### src/rtl/fifo_subword_read.sv
// Word-wide write, lane-granular read FIFO with first-word fallthrough.
// The oldest unread lane always appears at dataout lane 0; a read consumes 1..LANES lanes of the head word.
module fifo_subword_read #(
    parameter int LANE_WIDTH         = 4,
    parameter int LANES              = 4,
    parameter int DEPTH              = 8,
    parameter int TRIGGERALMOSTFULL  = 1,
    parameter int TRIGGERALMOSTEMPTY = 1
) (
    input  logic                           clk,
    input  logic                           reset,
    input  logic                           flush,
    input  logic                           write,
    input  logic [LANES*LANE_WIDTH-1:0]    datain,
    output logic                           full,
    output logic                           almostFull,
    input  logic                           read,
    input  logic [$clog2(LANES+1)-1:0]     readLanes,
    output logic [LANES*LANE_WIDTH-1:0]    dataout,
    output logic                           valid,
    output logic [$clog2(LANES+1)-1:0]     lanesAvail,
    output logic                           empty,
    output logic                           almostEmpty,
    output logic [$clog2(DEPTH+1)-1:0]     count
);
    localparam int WIDTH = LANES * LANE_WIDTH;
    localparam int LW    = $clog2(LANES + 1);
    localparam int CW    = $clog2(DEPTH + 1);
    localparam int PW    = $clog2(DEPTH);
    localparam int OW    = $clog2(LANES);
    localparam int SW    = $clog2(WIDTH);

    logic [WIDTH-1:0] mem_q [DEPTH];
    logic [PW-1:0]    wr_ptr_q, wr_ptr_d;
    logic [PW-1:0]    rd_ptr_q, rd_ptr_d;
    logic [OW-1:0]    offset_q, offset_d;
    logic [CW-1:0]    count_q, count_d;

    logic             wr_acc;
    logic             rd_act;
    logic             pop;
    logic [LW-1:0]    avail;
    logic [LW-1:0]    take;
    logic [SW-1:0]    shamt;
    logic [WIDTH-1:0] head;

    // Status is derived only from registered count/offset, never from this cycle's read.
    assign valid       = (count_q != '0);
    assign empty       = !valid;
    assign full        = (count_q == CW'(DEPTH));
    assign almostFull  = int'(count_q) >= (DEPTH - TRIGGERALMOSTFULL);
    assign almostEmpty = int'(count_q) <= TRIGGERALMOSTEMPTY;
    assign count       = count_q;
    assign avail       = valid ? (LW'(LANES) - LW'(offset_q)) : '0;
    assign lanesAvail  = avail;

    assign head    = mem_q[rd_ptr_q];
    assign shamt   = SW'(offset_q) * SW'(LANE_WIDTH);
    assign dataout = valid ? (head >> shamt) : '0;

    always_comb begin
        wr_acc   = write && !full;
        rd_act   = read && valid && (readLanes != '0);
        take     = (readLanes > avail) ? avail : readLanes;
        pop      = rd_act && (take == avail);
        wr_ptr_d = wr_ptr_q;
        rd_ptr_d = rd_ptr_q;
        offset_d = offset_q;
        count_d  = count_q;
        if (flush) begin
            wr_ptr_d = '0;
            rd_ptr_d = '0;
            offset_d = '0;
            count_d  = '0;
        end else begin
            if (wr_acc)
                wr_ptr_d = wr_ptr_q + 1'b1;
            // A partial read stays inside the head word; only a full drain advances rd_ptr.
            if (pop) begin
                rd_ptr_d = rd_ptr_q + 1'b1;
                offset_d = '0;
            end else if (rd_act) begin
                offset_d = offset_q + OW'(take);
            end
            count_d = count_q + CW'(wr_acc) - CW'(pop);
        end
    end

    always_ff @(posedge clk or negedge reset) begin
        if (!reset) begin
            wr_ptr_q <= '0;
            rd_ptr_q <= '0;
            offset_q <= '0;
            count_q  <= '0;
        end else begin
            wr_ptr_q <= wr_ptr_d;
            rd_ptr_q <= rd_ptr_d;
            offset_q <= offset_d;
            count_q  <= count_d;
        end
    end

    // Storage needs no reset: dataout is masked while the FIFO is empty.
    always_ff @(posedge clk) begin
        if (wr_acc && !flush)
            mem_q[wr_ptr_q] <= datain;
    end

endmodule
### config.mk
export PLATFORM = sky130hd
export DESIGN_NAME = fifo_subword_read
export DESIGN_NICKNAME = d
export VERILOG_FILES = /design/src/rtl/fifo_subword_read.sv
export SDC_FILE = /design/constraint.sdc
export NUM_CORES = 1
export LEC_CHECK = 0
export ABC_AREA = 1
export CAP_MARGIN = 10
export CORE_AREA = 3 3 107 119
export CTS_CLUSTER_DIAMETER = 100
export DETAILED_ROUTE_END_ITERATION = 10
export DIE_AREA = 0 0 110 122
export PLACE_DENSITY = 0.74
export SETUP_SLACK_MARGIN = 0.1
export SYNTH_ARGS = -nofsm -noshare
export SYNTH_HDL_FRONTEND = slang
export SYNTH_SLANG_ARGS = --single-unit
### constraint.sdc
create_clock -name clk -period 3.9 [get_ports clk]
set_clock_uncertainty 0.1 [all_clocks]
set_input_delay 0.78 -clock clk [delete_from_list [all_inputs] [get_ports clk]]
set_output_delay 0.78 -clock clk [all_outputs]
set_load 0.05 [all_outputs]
# Word level (Yosys, flattened, before mapping)
# Memory sizes are Yosys's and may differ from the RTL's.
# Cells that the tools add are included.
[totals]
latchBits = 0
output_inout_bits = 28
ramBits = 128
inputBits = 24
memories = 1
mem_bits_ro = 0
register_bits = 12
[memory_table]
columns = ["memory", "depth", "width", "read_ports", "rd_ports_with_merged_regs", "write_ports", "line_no", "text"]
rows = [
  ["mem_q", 8, 16, 1, 0, 1, "33", "logic [WIDTH-1:0] mem_q [DEPTH];"],
]
[op_classes]
n_lt_le_gt_ge = 3
n_shift = 1
eq_ne = 2
bitwise_logic = 0
n_reduce_logical = 13
mul = 0
n_addsub = 6
div_mod_pow = 0
muxes = 13
[op_table]
columns = ["op", "count"]
rows = [
  ["3-bit two-way mux", 6],
  ["16-bit two-way mux", 1],
  ["16-bit by 4-bit >> shifter with 16-bit output", 1],
  ["3-bit by 1-bit adder with 3-bit output, second input constant", 2],
  ["2-bit two-way mux", 3],
  ["3-bit nonzero test", 2],
  ["1-bit logical AND", 5],
  ["4-bit by 1-bit adder with 4-bit output", 1],
  ["4-bit == test, second input constant", 1],
  ["4-bit by 3-bit >= comparator with 1-bit output, second input constant", 1],
  ["4-bit by 1-bit <= comparator with 1-bit output, second input constant", 1],
  ["4-bit two-way mux", 1],
  ["2-bit nonzero test", 2],
  ["4-bit nonzero test", 1],
  ["4-bit by 1-bit subtractor with 4-bit output", 1],
  ["3-bit == test", 1],
  ["3-bit > comparator", 1],
  ["1-bit logical NOT", 3],
  ["3-bit by 2-bit subtractor with 3-bit output, first input constant", 1],
  ["2-bit adder", 1],
  ["1-bit two-way mux", 2],
]

# Logic depth before layout (Yosys ltp)
[logic_depth]
ltp_word = 8
mapped_depth = 20
depth_no_buf = 20

# Least setup slack after synthesis
# Ideal clock, no wire load.
[synth_path]
path_kind = "register to output"
startpoint = "reg count_q[2], in the netlist count[2]"
endpoint = "out dataout[4]"
slack_ns = -0.013
n_path_buf = 0
required_ns = 3.020
arrival_time_ns = 3.033
stages_incl_launch_ff = 8
path_cell_list = "dfrtp_1 inv_1 ha_1 nand2_4 inv_2 nor2_1 inv_2 o31ai_1"
[synth_between]
elab_chain_len = 2
[synth_rtl]
columns = ["item", "line_no", "text"]
rows = [
  ["from (decl)", "37", "logic [CW-1:0] count_q, count_d;"],
  ["from (signal assigned)", "99", "count_q <= count_d;"],
  ["4-bit nonzero test", "48", "assign valid = (count_q != '0);"],
  ["named net valid", "20", "output logic valid,"],
  ["16-bit two-way mux", "59", "assign dataout = valid ? (head >> shamt) : '0;"],
  ["to (decl)", "19", "output logic [LANES*LANE_WIDTH-1:0] dataout,"],
]
# The timed path passes the listed nets, and every way through them passes these cells.

# Worst setup path in the final report
[layout_path]
startpoint = "reg rd_ptr_q[0]"
endpoint = "out dataout[9]"
[layout_between]
elab_chain_len = 3
[layout_rtl]
columns = ["item", "line_no", "text"]
rows = [
  ["from (decl)", "35", "logic [PW-1:0] rd_ptr_q, rd_ptr_d;"],
  ["from (signal assigned)", "97", "rd_ptr_q <= rd_ptr_d;"],
  ["memory read 8 x 16 bit", "-", ""],
  ["16-bit by 4-bit >> shifter with 16-bit output", "59", ""],
  ["16-bit two-way mux", "59", ""],
]
# Every way passes these cells.

==> run_results.csv <==
group,metric,value,unit
timing,period_needed,3.66,ns
route,avgViaCountPerCell,5.67,
placed_design,dp_cells,759,
route,dr.pass1.iters,8,
timing,relSlewSlack,63.2,%
critical_path,crit_fanout,41,
global_routing,gr-usage-met1,30.2,%
clock_tree,cts_resized,0,
timing,tightest_slew,0.551,ns
logic_synthesis,netlist_area,6340,um2
placed_design,io_buffer_count,51,
power,ir_drop,0.777,mV
timing,hold_viol_final,0,
hold_path,min_path_type,"flop to flop",
die,fp.dieW,110,um
die,rows,41,
die,die_area,13400,um2
die,ioPinCount,52,
placed_design,dp_hpwl,8.90,mm
logic_synthesis,syn_avg_cell_area,11.2,um2
logic_synthesis,synth_fa_ha_area_share,3.08,%
route,drt-total-wl,14.5,mm
logic_synthesis,yosys-mux-area-fraction,0,%
global_routing,busiest_layer,"met2",
finish,layout-drive-gt1-share,13.9,%
logic_synthesis,ys_seq_elements,140,
logic_synthesis,synth-compound-area-share,11.3,%
clock_tree,htreeDepth,4,
die,start_util,54.9,%
placed_design,gp_congestion,0.848,
global_routing,grt_pass1_wl,23.1,mm
logic_synthesis,synthCells,567,
timing,min_period_over_period,93.8,%
die,core,11500,um2
route,via_count,4488,
logic_synthesis,synth_top_family_by_area,"simple AND/OR/NAND/NOR gates",
finish,stdcell_count,791,
clock_tree,cts_sinks,140,
global_routing,globalRouteOverflowTotal,0,
clock_tree,cts-root-buf,"clkbuf_16",
route,routedWlPerCell,18.3,um
clock_tree,cts_buffers,17,
timing,setup-violations-final,0,
critical_path,startpoint_type,"flop",
global_routing,grt_pass1_vias,4524,
run,drv_cap,0,
clock_tree,clock_path_buffers,2,
logic_synthesis,synth_edf_count,128,
global_routing,grt_use_total,23.2,%
critical_path,crit_arrival,2.78,ns
finish,final_nets,667,
global_routing,grt_max_degree,42,
clock_tree,clk_latency,0.41,ns
global_routing,met3_usage,5.88,%
route,drtAntennaViolNets,0,
critical_path,crit_path_end_kind,"output pin",
power,leakagePower,0.00292,uW
clock_tree,path_clk_slew,0.06,ns
global_routing,met2_usage,37.0,%
run_status,status,"complete, no violations",
route,drcViolationCount,0,
timing,finalMaxSlewViolations,0,
timing,finalSetupTns,0,ns
route,first_iter_violations,551,
critical_path,critPathKind,"flop to output pin",
logic_synthesis,synth_top_flop_cell,"edfxtp_1",
logic_synthesis,yosysSeqAreaShare,65.4,%
die,die_h,122,um
timing,rsz0062_at_grt,"true",
clock_tree,cts_tree,"done",
critical_path,required,3.02,ns
logic_synthesis,syn_nets,606,
logic_synthesis,synth_warnings,0,
timing,whs,0.505,ns
power,p_per_area,834,nW/um2
logic_synthesis,synth_xor_area_share,0.415,%
logic_synthesis,ys_types,34,
global_routing,grt_antenna_before_repair,0,
timing,max_freq,273,MHz
logic_synthesis,synth-simple-area-share,15.1,%
finish,syn2layout_area_growth,21.3,%
finish,diodes,0,
logic_synthesis,async_flop_share,8.57,%
[state kept, by name (all words and copies together) (netlist names)]
signal    cells
offset_q      2
rd_ptr_q      3
mem_q       128
wr_ptr_q      3
count         4
[worst max-delay path: stages (launching register included)]
cell and delay (ns):
dfrtp_2 0.69, buf_4 0.48, o21ai_0 0.18, o22ai_1 0.20
nand2_1 0.07, nand2_1 0.12, nand2_1 0.09, a21oi_1 0.32
buf_12 0.19
[per-stage QoR]
step | setup slack, ns | util, % | instance area [um2] | total power, uW
2_1_floorplan | 0.109 | - | 6340 | 3830
3_3_place_gp | 0.383 | 61.8 | 7140 | 4880
3_5_place_dp | 0.270 | 61.8 | 7140 | 4950
4_1_cts | 0.266 | 66.6 | 7690 | 6430
5_1_grt | 0.0813 | 66.6 | 7690 | 6740
6_report | 0.241 | 66.6 | 7690 | 6410
[Yosys cell counts, drive strengths merged (2+ instances only)]
cell type | number | share of area, %
nand4 | 3 | 0.30
a21oi | 10 | 0.85
dfrtp | 12 | 4.7
nor2 | 99 | 6.2
o211ai | 13 | 1.5
a21o | 2 | 0.24
inv | 34 | 2.0
o22ai | 19 | 1.9
buf | 19 | 2.2
clkbuf | 7 | 0.41
o21ai | 81 | 6.6
xnor2 | 2 | 0.28
nand2 | 85 | 5.5
ha | 14 | 2.8
nand3 | 33 | 3.0
edfxtp | 128 | 61
[timing repair]
action                     in CTS  in global routing
setup endpoints to repair       0                  3
setup buffers                   0                  0
hold buffers                    0                  0
[layout make-up]
class	count	area, um2
flip-flops and latches	140	4150
fillers	858	3850
multi-input cells	366	1900
repair buffers	68	773
clock buffers	18	429
well taps	150	188
inverters	35	131
clock inverters	14	121
[cell usage in the layout (no fill, tap or decap), types with 3 or more instances in the layout]
| master | synthesis | routed |
|---|---|---|
| edfxtp_1 | 128 | 128 |
| nor2_1 | 95 | 95 |
| nand2_1 | 77 | 77 |
| o21ai_0 | 66 | 66 |
| clkdlybuf4s50_1 | 0 | 35 |
| inv_1 | 30 | 30 |
| nand3_1 | 29 | 29 |
| o22ai_1 | 19 | 19 |
| buf_4 | 3 | 19 |
| clkbuf_16 | 0 | 17 |
| ha_1 | 14 | 14 |
| buf_12 | 0 | 14 |
| o211ai_1 | 13 | 13 |
| o21ai_1 | 12 | 12 |
| dfrtp_1 | 12 | 11 |
| a21oi_1 | 9 | 9 |
| nand2_2 | 6 | 6 |
| inv_2 | 4 | 4 |
| clkinvlp_4 | 0 | 4 |
| clkinv_2 | 0 | 4 |
| nand3_2 | 3 | 3 |
| o21ai_2 | 3 | 3 |
| nand4_1 | 3 | 3 |
[routing by layer]
metal	wire, um	share of wire [%]
met5	0	0
met4	355	2.5
met3	1200	8.3
met2	7020	49
met1	5900	41
[final timing paths]
path / startpoint / endpoint / slack (ns) / cells after the start
setup / recovery: rd_ptr_q[0] / dataout[9] / 0.24 / 8
hold / removal: offset_q[1] / offset_q[1] / 0.51 / 2
setup reg to reg: count[2] / count[2] / 0.55 / 19
hold reg to reg: offset_q[1] / offset_q[1] / 0.51 / 2
max in group asynchronous: reset / rd_ptr_q[0] / 2.70 / 1
min in group asynchronous: reset / count[1] / 0.62 / 1
[report_power, final]
| part | switching [uW] | internal, uW | total, uW | leakage [uW] |
|---|---|---|---|---|
| Sequential | 83.4 | 1720 | 1800 | 0.00132 |
| Combinational | 2010 | 1130 | 3130 | 0.00134 |
| Clock | 600 | 875 | 1480 | 0.000261 |
| Total | 2690 | 3720 | 6410 | 0.00292 |
[cells by family (layout without fill, tap and decap cells)]
family,Yosys count,in the layout
buffers and inverters,61,135
flip-flops,140,140
AO/OA/AOI/OAI,127,127
AND/OR/NAND/NOR,221,221
XOR/XNOR,3,3
adder cells (fa/ha/maj),15,15
(Power assumes the default switching activity.)
==> patch 1, RTL diff (config.mk and constraints unchanged) <==
Set the parameter `LANE_WIDTH` to 2 (it was 4).
--- a/src/rtl/fifo_subword_read.sv
+++ b/src/rtl/fifo_subword_read.sv
@@ -1,7 +1,7 @@
 // Word-wide write, lane-granular read FIFO with first-word fallthrough.
 // The oldest unread lane always appears at dataout lane 0; a read consumes 1..LANES lanes of the head word.
 module fifo_subword_read #(
-    parameter int LANE_WIDTH         = 4,
+    parameter int LANE_WIDTH         = 2,
     parameter int LANES              = 4,
     parameter int DEPTH              = 8,
     parameter int TRIGGERALMOSTFULL  = 1,
Ports: changed (resized datain and dataout); port bits go from 52 to 36. The function was not compared with the original's and may differ.
==> patch 1 against the unedited design <==
Power decreased by 41%; fmax increased by 2.2%; final area decreased by 39%; setup slack improved by 0.080 ns; routed wire length decreased by 47%; area after synthesis decreased by 41%; sequential cell count decreased by 64; largest power group unchanged; sequential power decreased by 46%; sequential share of layout area decreased by 6.2 points; hold slack got worse by 0.029 ns.
==> patch 1: results <==
set metrics [dict create \
    status "finished, final reports clean" \
    nFillCells 1041 \
    drive_gt1_share_pct 12.68 \
    wirelength_um 7685 \
    synthAdderAreaFrac_pct 5.214 \
    p_sw_w 0.001632 \
    final_nets 444 \
    grt_pass1_wl_um 12420 \
    finalCritPeriodShare_pct 91.78 \
    drt-met1-wl_um 3269 \
    crit_family "buffers and inverters" \
    synth_xor_area_share_pct 0.7019 \
    synth.avg_cell_area_um2 10.23 \
    worstPathMaxFanout 8 \
    synth-edff-count 64 \
    drt_iter0_drc 190 \
    first_global_vias 2609 \
    crit_start "rd_ptr_q[1]$_DFFE_PN0P_" \
    placed_cells 552 \
    worst-r2r-setup-slack_ns 0.53 \
    met2_length_um 3831 \
    p_leak_nw 1.874 \
    port_buffers 35 \
    vdd_drop_max_v 0.0005874 \
    synth_compound_area_share_pct 10.83 \
    dp_worst_setup_slack_ns 0.2675 \
    yosysSeqAreaShare_pct 59.36 \
]
-- patch 1: cell type report --
type / instances / share of cell area [%]
flip-flops and latches: 76 / 47.70
multi-input cells: 243 / 28.36
repair buffers: 49 / 9.616
clock buffers: 9 / 4.835
well taps: 150 / 4.029
inverters: 34 / 2.793
clock inverters: 7 / 2.659
-- patch 1: routing by layer --
| layer | GRT usage (%) | vias up |
|---|---|---|
| li1 | - | 1351 |
| met1 | 15.36 | 1279 |
| met2 | 19.54 | 87 |
| met3 | 3.445 | 8 |
| met4 | 4.988 | 0 |
| met5 | 0 | - |
-- patch 1: worst min path at each step --
stage | endpoint | depth (start not counted) | start
after floorplan | count[0]$_DFF_PN0_ | 0 | reset
after global routing | offset_q[1]$_DFFE_PN0P_ | 2 | offset_q[1]$_DFFE_PN0P_
after CTS | offset_q[1]$_DFFE_PN0P_ | 2 | offset_q[1]$_DFFE_PN0P_
final | offset_q[1]$_DFFE_PN0P_ | 2 | offset_q[1]$_DFFE_PN0P_
after detailed placement | offset_q[1]$_DFFE_PN0P_ | 2 | offset_q[1]$_DFFE_PN0P_
after global placement | offset_q[1]$_DFFE_PN0P_ | 2 | offset_q[1]$_DFFE_PN0P_
-- patch 1: per-stage QoR --
stage	cell area, um2	hold WS (ns)	util [%]
6_report	4658	0.4755	40.36
5_1_grt	4658	0.5311	40.36
4_1_cts	4658	0.4834	40.36
3_5_place_dp	4309	0.4676	37.33
3_3_place_gp	4309	0.4704	37.33
2_1_floorplan	3749	0.3844	-
-- patch 1: power groups by stage --
stage               Clock (W)  Sequential [W]  Combinational (W)
floorplan                   0         0.00103            0.00134
global placement            0        0.000993            0.00183
detailed placement          0        0.000996            0.00187
CTS                  0.000954        0.000979            0.00187
global route          0.00101        0.000984            0.00205
finish               0.000942        0.000978            0.00187
==> patch 2, RTL diff (same settings) <==
Made on the original files. Put one more register stage on the output `count`, with the module's reset. The value now appears one clock later. The other outputs are not delayed to match. Comments in the files are not updated.
--- a/src/rtl/fifo_subword_read.sv
+++ b/src/rtl/fifo_subword_read.sv
@@ -50,7 +50,13 @@
     assign full        = (count_q == CW'(DEPTH));
     assign almostFull  = int'(count_q) >= (DEPTH - TRIGGERALMOSTFULL);
     assign almostEmpty = int'(count_q) <= TRIGGERALMOSTEMPTY;
-    assign count       = count_q;
+    always_ff @(posedge clk or negedge reset) begin
+        if (!reset) begin
+            count <= '0;
+        end else begin
+            count <= count_q;
+        end
+    end
     assign avail       = valid ? (LW'(LANES) - LW'(offset_q)) : '0;
     assign lanesAvail  = avail;
 
Check against the original RTL: not equivalent (Yosys sat finds a counterexample within 4 cycles, from zero or initial values and one cycle with reset low).
==> patch 2 against the unedited design <==
Cell count up 0.38%; setup slack better by 0.20 ns; final area about the same; count of clock-buffer cells in the layout down 1; area after synthesis up 1.4%; highest routed layer unchanged; synthesized cell count up 0.71%; routed wire length down 1.8%; hold slack worse by 0.20 ns; power down 1.7%; sequential cell count up 4; critical endpoint is now dataout[10].
==> patch 2: results <==
set metrics [dict create \
    antenna_found_initial 0 \
    synth-edff-count 128 \
    synth.distinct_cells 33 \
    synth_area_leaders "edfxtp_1, dfrtp_1, nor2_1, o21ai_0, nand2_1" \
    reg_top3 "mem_q: 128 flops, count: 4 flops, count_q: 4 flops" \
    wirelength_um 14210 \
    diodes 0 \
    drive_gt1_share_pct 13.35 \
    ys_warn_count 0 \
    hp-class "reg -> reg" \
    cts_made_buffers 17 \
    dp_worst_setup_slack_ns 0.2583 \
    final_nets 671 \
    vdd_drop_max_v 0.0008020 \
    yosysSeqAreaShare_pct 66.04 \
    worst-r2r-setup-slack_ns 0.53 \
    clock_latency_ns 0.41 \
    dr.pass1.iters 6 \
    grt_max_degree 67 \
    grt_pass1_wl_um 22340 \
    gp_congestion 0.8840 \
    ctsRootBufferMaster "clkbuf_16" \
    routedWlPerCell_um 17.90 \
    syn_inst 571 \
    synthTopCellsByCount "edfxtp_1, nor2_1, nand2_1, o21ai_0, inv_1" \
    setup_slack_ns 0.4415 \
    worstPathMaxFanout 44 \
    nFillCells 877 \
    port_buffers 51 \
    ctsResizeCount 0 \
    clk_path_buf_depth 2 \
    synthArstFlopShare_pct 11.11 \
    path_clk_slew_ns 0.06 \
    syn_nets 610 \
    post-cts-setup-buffers 0 \
    htreeDepth 4 \
    vias 4466 \
    gr-usage-all-layers_pct 22.58 \
    cp.arrival_ns 2.58 \
    slew_headroom_pct 46.53 \
    first_global_vias 4418 \
    placed_cells 763 \
    p_leak_nw 2.948 \
    drt_iter0_drc 543 \
    hpwl_um 8826 \
    status "finished, final reports clean" \
]
[patch 2: kinds of logic (layout without fill, tap and decap cells)]
group           after synthesis  after routing  share of synthesized area [%]
simple gates                221            221                          14.78
flops                       144            144                          66.04
compound gates              126            126                          11.06
buf+inv                      62            135                          4.673
fa+ha+maj                    15             15                          3.037
xor+xnor                      3              3                         0.4090
[patch 2: metrics by stage]
| stage | hold WS, ns | area (um2) |
|---|---|---|
| floorplan | 0.2775 | 6426 |
| global placement | 0.2858 | 7051 |
| detailed placement | 0.2920 | 7051 |
| CTS | 0.3058 | 7680 |
| global route | 0.3296 | 7680 |
| finish | 0.3064 | 7680 |
[patch 2: worst max-delay path: stages (launching register included)]
cell and delay (ns):
dfrtp_1 0.38, inv_2 0.59, buf_4 0.26, nor2_1 0.05, o211ai_1 0.27, nand3_1 0.16, a21oi_1 0.22, buf_4 0.23
[patch 2: layer usage]
metal  routed length [um]  up-vias  GRT usage (%)
li1                     -     2136              -
met1                 5984     2126          28.98
met2                 7041      187          38.24
met3                  997       17          4.981
met4                  190        0          6.937
met5                    0        -              0
[patch 2: cell type report]
| class | count | area share (%) |
|---|---|---|
| clock buffers | 17 | 5.539 |
| clock inverters | 14 | 2.656 |
| inverters | 35 | 1.711 |
| multi-input cells | 365 | 24.50 |
| flip-flops and latches | 144 | 55.26 |
| well taps | 150 | 2.444 |
| repair buffers | 69 | 7.885 |
[patch 2: path summary, 6_finish.rpt]
kind | end | depth (start not counted) | start
max | dataout[10] | 7 | rd_ptr_q[0]$_DFFE_PN0P_
min | count[3]$_DFF_PN0_ | 0 | count_q[3]$_DFF_PN0_
max reg2reg | count_q[2]$_DFF_PN0_ | 18 | count_q[2]$_DFF_PN0_
min reg2reg | count[3]$_DFF_PN0_ | 0 | count_q[3]$_DFF_PN0_
max in group asynchronous | offset_q[0]$_DFFE_PN0P_ | 1 | reset
min in group asynchronous | count_q[2]$_DFF_PN0_ | 1 | reset
[patch 2: power breakdown]
group,internal [W],total [W],leakage [nW],switching [W]
clock,0.00108,0.00169,0.297,0.000617
combinational,0.000820,0.00279,1.28,0.00197
sequential,0.00177,0.00182,1.37,0.0000466
total,0.00367,0.00630,2.95,0.00263
